<file path="src/rtl/ads127l01_fsync_rx.sv">
// ADS127L01 frame-sync serial receiver (ADC is interface master).
// Oversamples sck/dout/fsync in the clk domain and deserializes MSB-first words.
module ads127l01_fsync_rx #(
    parameter int unsigned DW          = 24,
    parameter int unsigned FRAME_SCK   = 32,
    parameter int unsigned SYNC_STAGES = 2
) (
    input  logic          clk,
    input  logic          rst_n,
    input  logic          en,
    input  logic          sck,
    input  logic          dout,
    input  logic          fsync,
    output logic [DW-1:0] data,
    output logic          valid,
    output logic          frame_err
);

    localparam int unsigned CW = $clog2(2 * FRAME_SCK) + 1;
    localparam int unsigned BW = $clog2(DW + 1);

    localparam logic [CW-1:0] CNT_MAX   = '1;
    localparam logic [CW-1:0] FRAME_LEN = CW'(FRAME_SCK);
    localparam logic [BW-1:0] WORD_BITS = BW'(DW);

    typedef enum logic [1:0] {
        ST_IDLE,
        ST_SHIFT,
        ST_WAIT
    } state_t;

    logic [SYNC_STAGES-1:0] sck_sync_q;
    logic [SYNC_STAGES-1:0] dout_sync_q;
    logic [SYNC_STAGES-1:0] fsync_sync_q;
    logic                   sck_d_q;

    logic                   sck_s;
    logic                   dout_s;
    logic                   fsync_s;
    logic                   rise;
    logic                   fall;
    logic                   start;

    state_t                 state_q;
    logic                   fs_q;
    logic                   first_q;
    logic [BW-1:0]          bitcnt_q;
    logic [CW-1:0]          sckcnt_q;
    logic [CW-1:0]          sckcnt_d;
    logic [DW-1:0]          shreg_q;
    logic [DW-1:0]          data_q;
    logic                   valid_q;
    logic                   frame_err_q;

    // All three inputs share one synchronizer depth so their alignment survives.
    always_ff @(posedge clk or negedge rst_n) begin
        if (!rst_n) begin
            sck_sync_q   <= '0;
            dout_sync_q  <= '0;
            fsync_sync_q <= '0;
            sck_d_q      <= 1'b0;
        end else begin
            sck_sync_q   <= SYNC_STAGES'({sck_sync_q, sck});
            dout_sync_q  <= SYNC_STAGES'({dout_sync_q, dout});
            fsync_sync_q <= SYNC_STAGES'({fsync_sync_q, fsync});
            sck_d_q      <= sck_s;
        end
    end

    assign sck_s   = sck_sync_q[SYNC_STAGES-1];
    assign dout_s  = dout_sync_q[SYNC_STAGES-1];
    assign fsync_s = fsync_sync_q[SYNC_STAGES-1];

    assign rise  = sck_s & ~sck_d_q;
    assign fall  = ~sck_s & sck_d_q;
    assign start = fall & fsync_s & ~fs_q;

    assign sckcnt_d = (sckcnt_q == CNT_MAX) ? sckcnt_q : sckcnt_q + 1'b1;

    always_ff @(posedge clk or negedge rst_n) begin
        if (!rst_n) begin
            state_q     <= ST_IDLE;
            fs_q        <= 1'b0;
            first_q     <= 1'b1;
            bitcnt_q    <= '0;
            sckcnt_q    <= '0;
            shreg_q     <= '0;
            data_q      <= '0;
            valid_q     <= 1'b0;
            frame_err_q <= 1'b0;
        end else begin
            valid_q     <= 1'b0;
            frame_err_q <= 1'b0;
            if (!en) begin
                state_q  <= ST_IDLE;
                fs_q     <= 1'b0;
                first_q  <= 1'b1;
                bitcnt_q <= '0;
                sckcnt_q <= '0;
            end else begin
                if (fall) begin
                    fs_q <= fsync_s;
                end
                case (state_q)
                    ST_IDLE: begin
                        if (start) begin
                            state_q  <= ST_SHIFT;
                            bitcnt_q <= '0;
                            sckcnt_q <= '0;
                            first_q  <= 1'b0;
                        end
                    end
                    ST_SHIFT: begin
                        // start outranks rise: a new frame mid-word discards the partial word
                        if (start) begin
                            frame_err_q <= 1'b1;
                            bitcnt_q    <= '0;
                            sckcnt_q    <= '0;
                            shreg_q     <= '0;
                        end else begin
                            if (rise) begin
                                sckcnt_q <= sckcnt_d;
                            end
                            if (bitcnt_q == WORD_BITS) begin
                                data_q  <= shreg_q;
                                valid_q <= 1'b1;
                                state_q <= ST_WAIT;
                            end else if (rise) begin
                                shreg_q  <= {shreg_q[DW-2:0], dout_s};
                                bitcnt_q <= bitcnt_q + 1'b1;
                            end
                        end
                    end
                    ST_WAIT: begin
                        if (start) begin
                            state_q  <= ST_SHIFT;
                            bitcnt_q <= '0;
                            sckcnt_q <= '0;
                            if (!first_q && (sckcnt_q != FRAME_LEN)) begin
                                frame_err_q <= 1'b1;
                            end
                        end else if (rise) begin
                            sckcnt_q <= sckcnt_d;
                        end
                    end
                    default: begin
                        state_q <= ST_IDLE;
                    end
                endcase
            end
        end
    end

    assign data      = data_q;
    assign valid     = valid_q;
    assign frame_err = frame_err_q;

endmodule

</file>
<file path="config.mk">
export PLATFORM = sky130hd
export DESIGN_NAME = ads127l01_fsync_rx
export DESIGN_NICKNAME = d
export VERILOG_FILES = /design/src/rtl/ads127l01_fsync_rx.sv
export SDC_FILE = /design/constraint.sdc
export NUM_CORES = 1
export LEC_CHECK = 0
export ABC_AREA = 1
export CORE_MARGIN = 2
export CORE_UTILIZATION = 61
export CTS_BUF_LIST = sky130_fd_sc_hd__clkbuf_8 sky130_fd_sc_hd__clkbuf_16
export DETAILED_ROUTE_END_ITERATION = 8
export PLACE_DENSITY = 0.95
export SLEW_MARGIN = 0
export SYNTH_ARGS = -nofsm -noshare
export SYNTH_HDL_FRONTEND = slang
export SYNTH_SLANG_ARGS = --single-unit
</file>
<file path="constraint.sdc">
create_clock -name clk -period 4.2 [get_ports clk]
set_input_delay 0.84 -clock clk [delete_from_list [all_inputs] [get_ports clk]]
set_output_delay 0.84 -clock clk [all_outputs]
set_load 0.02 [all_outputs]
</file>
==> out/metrics.yaml, run 1 <==
outcome:
  run_status: "finished clean"
clock_network:
  cts_buffers: 9
  root_buffer: "clkbuf_8"
  post_cts_buffers: 0
  hold_buffers: 0
  h-tree-depth: 3
  clock_latency_ns: 0.35
  post_cts_resized: 0
  cts.clk_slew.worst_paths_ns: 0.07
  tritoncts: "yes"
  clockBufferDepth: 2
  numClockSinks: 73
worst_setup_path:
  startpoint_type: "primary input"
  cp.required_ns: 4.49
  cp.arrival_ns: 2.83
  path_max_fanout: 25
  worst-setup-path-type: "in2reg"
  cp-end-kind: "flip-flop"
route:
  wl_um: 6580
  met1Wirelength_um: 2860
  wl_met3_um: 317
  wl_met2_um: 3260
  drc: 0
  vias_per_cell: 5.40
  drtPass1Iterations: 4
  antenna_left: 0
  vias: 2624
  routedWlPerCell_um: 13.5
  highest_layer: "met4"
  first_iter_violations: 242
yosys:
  yosysSeqAreaShare_pct: 56.1
  syn_avg_cell_area_um2: 8.57
  syn-instance-count: 380
  synthDistinctLibCells: 29
  synth_area_leaders: "dfrtp_1, nand2_1, nand3_1, inv_1, ha_1"
  syn-cell-area_um2: 3260
  yosysTopAreaCellShare_pct: 55.3
  synth.net_count: 393
  ys_ff_latch: 73
  yosysWarnings: 0
  yosysTopAreaCell: "dfrtp_1"
cells_and_area:
  fin_nets: 425
  fill_cells: 386
  area_growth_pct: 15.9
  layout-drive-gt1-share_pct: 7.93
  fin_util_pct: 73.4
  final_common_cell: "nand2_1"
  fin_area_um2: 3770
  antenna_cells: 0
  final_cell_mix: "nand2_1, dfrtp_1, nand3_1"
floorplanning:
  die_area_um2: 5940
  dieHeight_um: 77.1
  initial_core_util_pct: 63.4
  die_x_um: 77.1
  num_io_pins: 32
  core_area_um2: 5140
  rows: 26
timing:
  setup_viol: 0
  rsz0062_at_grt: "no"
  slew_headroom_pct: 56.8
  fin_crit_ns: 2.55
  slew_viol_final: 0
  fmax_mhz: 393
  worst_pin_slew_ns: 0.648
  finalSetupTns_ns: 0
  hold_viol_final: 0
  post-route-period-util_pct: 60.6
  skew_ns: 0.0100
worst_hold_path:
  hold_class: "reg2reg"
global_route:
  grt-ovfl-total: 0
  grt_max_degree: 45
  grt_pass1_vias: 2560
  antenna_found_initial: 0
  track_usage_pct: 24.2
  grt_pass1_wl_um: 11400
placed_design:
  gp_congestion: 0.830
  portBuffers: 31
  dp_hpwl_um: 4220
  placed_area_um2: 3580
power_and_ir_drop:
  ir_drop_mv: 0.286
  powerDensity_nw_per_um2: 346
  leakage_uw: 0.00201
  p_total_uw: 1310
job:
  cap_violations: 0
==> critical path: stages <==
cell,delay [ns]
clkdlybuf4s50_1,0.58
nand2_1,0.10
inv_1,0.14
nand3_2,0.43
inv_2,0.51
nand2_1,0.13
nand2_1,0.10
==> layout make-up <==
cell class	count	area (um2)	area share [%]
inverter	26	100	2.65
clock inverter	5	57.6	1.53
clock buffer	10	138	3.65
timing repair buffer	32	313	8.29
multi-input combinational	270	1250	33.1
sequential	73	1830	48.4
tap	70	87.6	2.32
==> cells in the mapped netlist <==
cell	instances
nand4_4	1
nand4_1	8
xor2_1	1
or2_2	1
ha_1	7
o21bai_1	1
inv_4	1
nand2_2	6
dfrtp_1	72
nand3_1	40
clkbuf_1	3
inv_1	24
dfstp_2	1
buf_4	1
buf_2	3
nand2_1	168
nor2_4	1
nor2_1	17
xnor2_1	1
nand3_2	1
nor3_1	2
buf_6	4
inv_2	1
nor2_2	3
a21oi_1	6
o21ai_1	1
nor2_8	1
o211ai_1	1
o21ai_0	3
==> metal layers <==
layer	vias to the layer above	global-route usage [%]
li1	1261	-
met1	1254	31.2
met2	96	40.0
met3	13	3.29
met4	0	12.9
met5	-	0
==> registers in the layout, summed over array words and instances, names as in the netlist, 2 cells and up <==
| name | count |
|---|---|
| sck_sync_q | 2 |
| state_q | 2 |
| data | 24 |
| bitcnt_q | 5 |
| fsync_sync_q | 2 |
| sckcnt_q | 7 |
| dout_sync_q | 2 |
| shreg_q | 24 |
==> cell families after synthesis <==
| kind of cell | share of synthesized area [%] |
|---|---|
| compound gates | 2.00 |
| xor+xnor | 0.538 |
| buf+inv | 5.49 |
| fa+ha+maj | 2.69 |
| flops | 56.1 |
| simple gates | 33.2 |
==> metrics by stage <==
step	hold WS [ns]	setup slack, ns	std cells
finish	0.350	1.65	486
global placement	0.336	1.44	471
global route	0.360	1.47	486
detailed placement	0.336	1.32	471
floorplan	0.331	2.44	380
CTS	0.352	1.67	486
==> path summary, 6_finish.rpt <==
path	startpoint	end	slack (ns)	cells after the start
min	fsync_sync_q[0]	fsync_sync_q[1]	0.35	0
max reg2reg	fs_q	data[2]	2.01	6
max in group asynchronous	rst_n	data[23]	2.70	2
min reg2reg	fsync_sync_q[0]	fsync_sync_q[1]	0.35	0
max	en	data[2]	1.65	7
min in group asynchronous	rst_n	shreg_q[5]	0.51	1
==> where the power goes <==
part / leakage [uW] / internal, uW / switching (uW)
clock: 0.0000958 / 286 / 253
combinational: 0.000916 / 12.7 / 40.3
sequential: 0.000999 / 710 / 5.84
total: 0.00201 / 1010 / 299
Note: power is estimated with default switching activity, not from simulation.
==> run 2, diff against run 1 <==
- CORE_UTILIZATION: 61 -> 56
- PLACE_DENSITY: 0.95 -> 0.89
- clock period: 4.2 -> 2.4 ns (I/O delays scaled with it)
==> run 2 against run 1 <==
  * Non-clock buffer count is 5 higher
  * First-iteration DRC count up 5.0%
  * Register-to-register slack worse by 1.5 ns
  * Combinational power rose by 89%
  * Sequential cell count did not move
  * Largest cell class unchanged
  * Highest routed layer unchanged
  * Critical endpoint is now sckcnt_q[3]
  * Wire length barely moved
  * Global-route usage is 1.2 points lower
  * Final cell count increased by 1.4%
  * Die area rose by 8.4%
==> out/metrics.yaml, run 2 (same netlist as run 1, synthesis figures left out) <==
timing:
  setup_viol: 0  # unchanged
  skew_ns: 0.0117  # was 0.0100 ns
  finalSetupTns_ns: 0  # unchanged
  hold_viol_final: 0  # unchanged
  post-route-period-util_pct: 79.2
  slew_headroom_pct: 59.8  # was 56.8%
  slew_viol_final: 0  # unchanged
  rsz0062_at_grt: "no"  # unchanged
  worst_pin_slew_ns: 0.604  # was 0.648 ns
  fin_crit_ns: 1.90
  fmax_mhz: 526
clock_network:
  h-tree-depth: 3  # unchanged
  cts.clk_slew.worst_paths_ns: 0.08  # was 0.07 ns
  root_buffer: "clkbuf_8"  # unchanged
  post_cts_resized: 0  # unchanged
  hold_buffers: 0  # unchanged
  tritoncts: "yes"  # unchanged
  cts_buffers: 9  # unchanged
  numClockSinks: 73  # unchanged
  clock_latency_ns: 0.35  # about the same
  clockBufferDepth: 2  # unchanged
  post_cts_buffers: 0  # unchanged
power_and_ir_drop:
  leakage_uw: 0.00206  # was 0.00201 uW
  powerDensity_nw_per_um2: 624  # was 346 nW/um2
  p_total_uw: 2400  # was 1310 uW
  ir_drop_mv: 0.456  # was 0.286 mV
worst_setup_path:
  cpPeakStageDelay_ns: 0.48  # was 0.58 ns
  path_max_fanout: 7  # was 25
  path_cells: "inv_1, ha_1, nand2_1, inv_1, nand2_1, o21ai_1, nand2_1, nand2_1"  # was clkdlybuf4s50_1, nand2_1, inv_1, nand3_2, inv_2, nand2_1, nand2_1
  startpoint: "state_q[0]"  # was en
  reg2reg_depth: 8  # was 6
  r2r-start: "state_q[0]"  # was fs_q
  cp-end-kind: "flip-flop"  # unchanged
  cp.arrival_ns: 2.18  # was 2.83 ns
  rr_endpoint: "sckcnt_q[3]"  # was data[2]
  critPathMostFrequentCell: "nand2_1"  # unchanged
  cp.required_ns: 2.68  # was 4.49 ns
  crit_slowest_cell: "o21ai_1"  # was clkdlybuf4s50_1
  worst-setup-path-type: "reg2reg"  # was in2reg
  startpoint_type: "flip-flop"  # was primary input
  regToRegSetupSlack_ns: 0.50  # was 2.01 ns
route:
  vias_per_cell: 5.36  # was 5.40
  drtPass1Iterations: 5  # was 4
  antenna_left: 0  # unchanged
  wl_met3_um: 274  # was 317 um
  wl_um: 6580  # about the same
  first_iter_violations: 254  # was 242
  routedWlPerCell_um: 13.4  # was 13.5 um
  highest_layer: "met4"  # unchanged
  drc: 0  # unchanged
  wl_met2_um: 3230  # was 3260 um
  met1Wirelength_um: 2920  # was 2860 um
  vias: 2642  # was 2624
worst_hold_path:
  hold_class: "in2async"  # was reg2reg
placed_design:
  gp_congestion: 0.869  # was 0.830
  dp_hpwl_um: 4370  # was 4220 um
  portBuffers: 31  # unchanged
global_route:
  grt_pass1_vias: 2494  # was 2560
  grt_max_degree: 29  # was 45
  track_usage_pct: 23.0  # was 24.2%
  grt_pass1_wl_um: 11300  # was 11400 um
  grt-ovfl-total: 0  # unchanged
  antenna_found_initial: 0  # unchanged
outcome:
  run_status: "finished clean"  # unchanged
floorplanning:
  die_x_um: 80.3  # was 77.1 um
  initial_core_util_pct: 58.4  # was 63.4%
  core_area_um2: 5570  # was 5140 um2
  die_area_um2: 6440  # was 5940 um2
  dieHeight_um: 80.3  # was 77.1 um
  num_io_pins: 32  # unchanged
  rows: 27  # was 26
cells_and_area:
  fill_cells: 415  # was 386
  area_growth_pct: 18.2  # was 15.9%
  final_common_cell: "nand2_1"  # unchanged
  fin_nets: 430  # was 425
  final_cell_mix: "nand2_1, dfrtp_1, nand3_1"  # unchanged
  antenna_cells: 0  # unchanged
  layout-drive-gt1-share_pct: 9.03  # was 7.93%
job:
  cap_violations: 0  # unchanged
run 2: cell types whose count changed in the layout (fill, tap and decap cells not counted):
cell / before / now
buf_4: 1 / 5
bufinv_16: 1 / 2
buf_12: 0 / 1
clkinvlp_4: 2 / 0
clkinv_4: 1 / 2
run 2: worst max path at each step:
stage / to / slack [ns] / depth (start not counted)
floorplan: sckcnt_q[2] / 0.91 / 8
global placement: sckcnt_q[5] / 0.38 / 7
detailed placement: sckcnt_q[3] / 0.22 / 7
CTS: sckcnt_q[3] / 0.51 / 8
global route: sckcnt_q[2] / 0.34 / 8
finish: sckcnt_q[3] / 0.50 / 8
run 2: layout make-up:
cell class / count / area (um2) / area share, %
clock buffer: 10 / 138 / 3.57
clock inverter: 5 / 81.3 / 2.11
inverter: 26 / 100 / 2.60
multi-input combinational: 270 / 1250 / 32.5
sequential: 73 / 1830 / 47.5
tap: 72 / 90.1 / 2.34
timing repair buffer: 37 / 363 / 9.42
run 2: routing by layer:
metal  up-vias  GRT usage [%]
met5         -              0
met4         0           11.5
met3        18           4.38
met2        90           37.6
met1      1270           29.3
li1       1264              -
run 2: report_power, final:
part           internal (uW)  leakage (uW)  switching, uW
registers               1240      0.000999           10.5
clock network            608      0.000114            441
logic                   28.0      0.000944           72.1
run 2: worst max-delay path: cells and delay by family (launching register included):
family / cells / cell delay [ns]
and+or+nand+nor: 4 / 0.40
buffers and inverters: 2 / 0.17
AOI/OAI and AO/OA: 1 / 0.48
DFF: 1 / 0.41
adders and majority gates: 1 / 0.38
run 2: metrics by stage:
step	std cells	util [%]	worst slack (ns)	hold WS (ns)	area, um2
2_1_floorplan	380	-	0.908	0.184	3260
3_3_place_gp	478	65.1	0.377	0.334	3630
3_5_place_dp	478	65.1	0.219	0.339	3630
4_1_cts	493	69.1	0.505	0.151	3850
5_1_grt	493	69.1	0.344	0.184	3850
6_report	493	69.1	0.500	0.140	3850
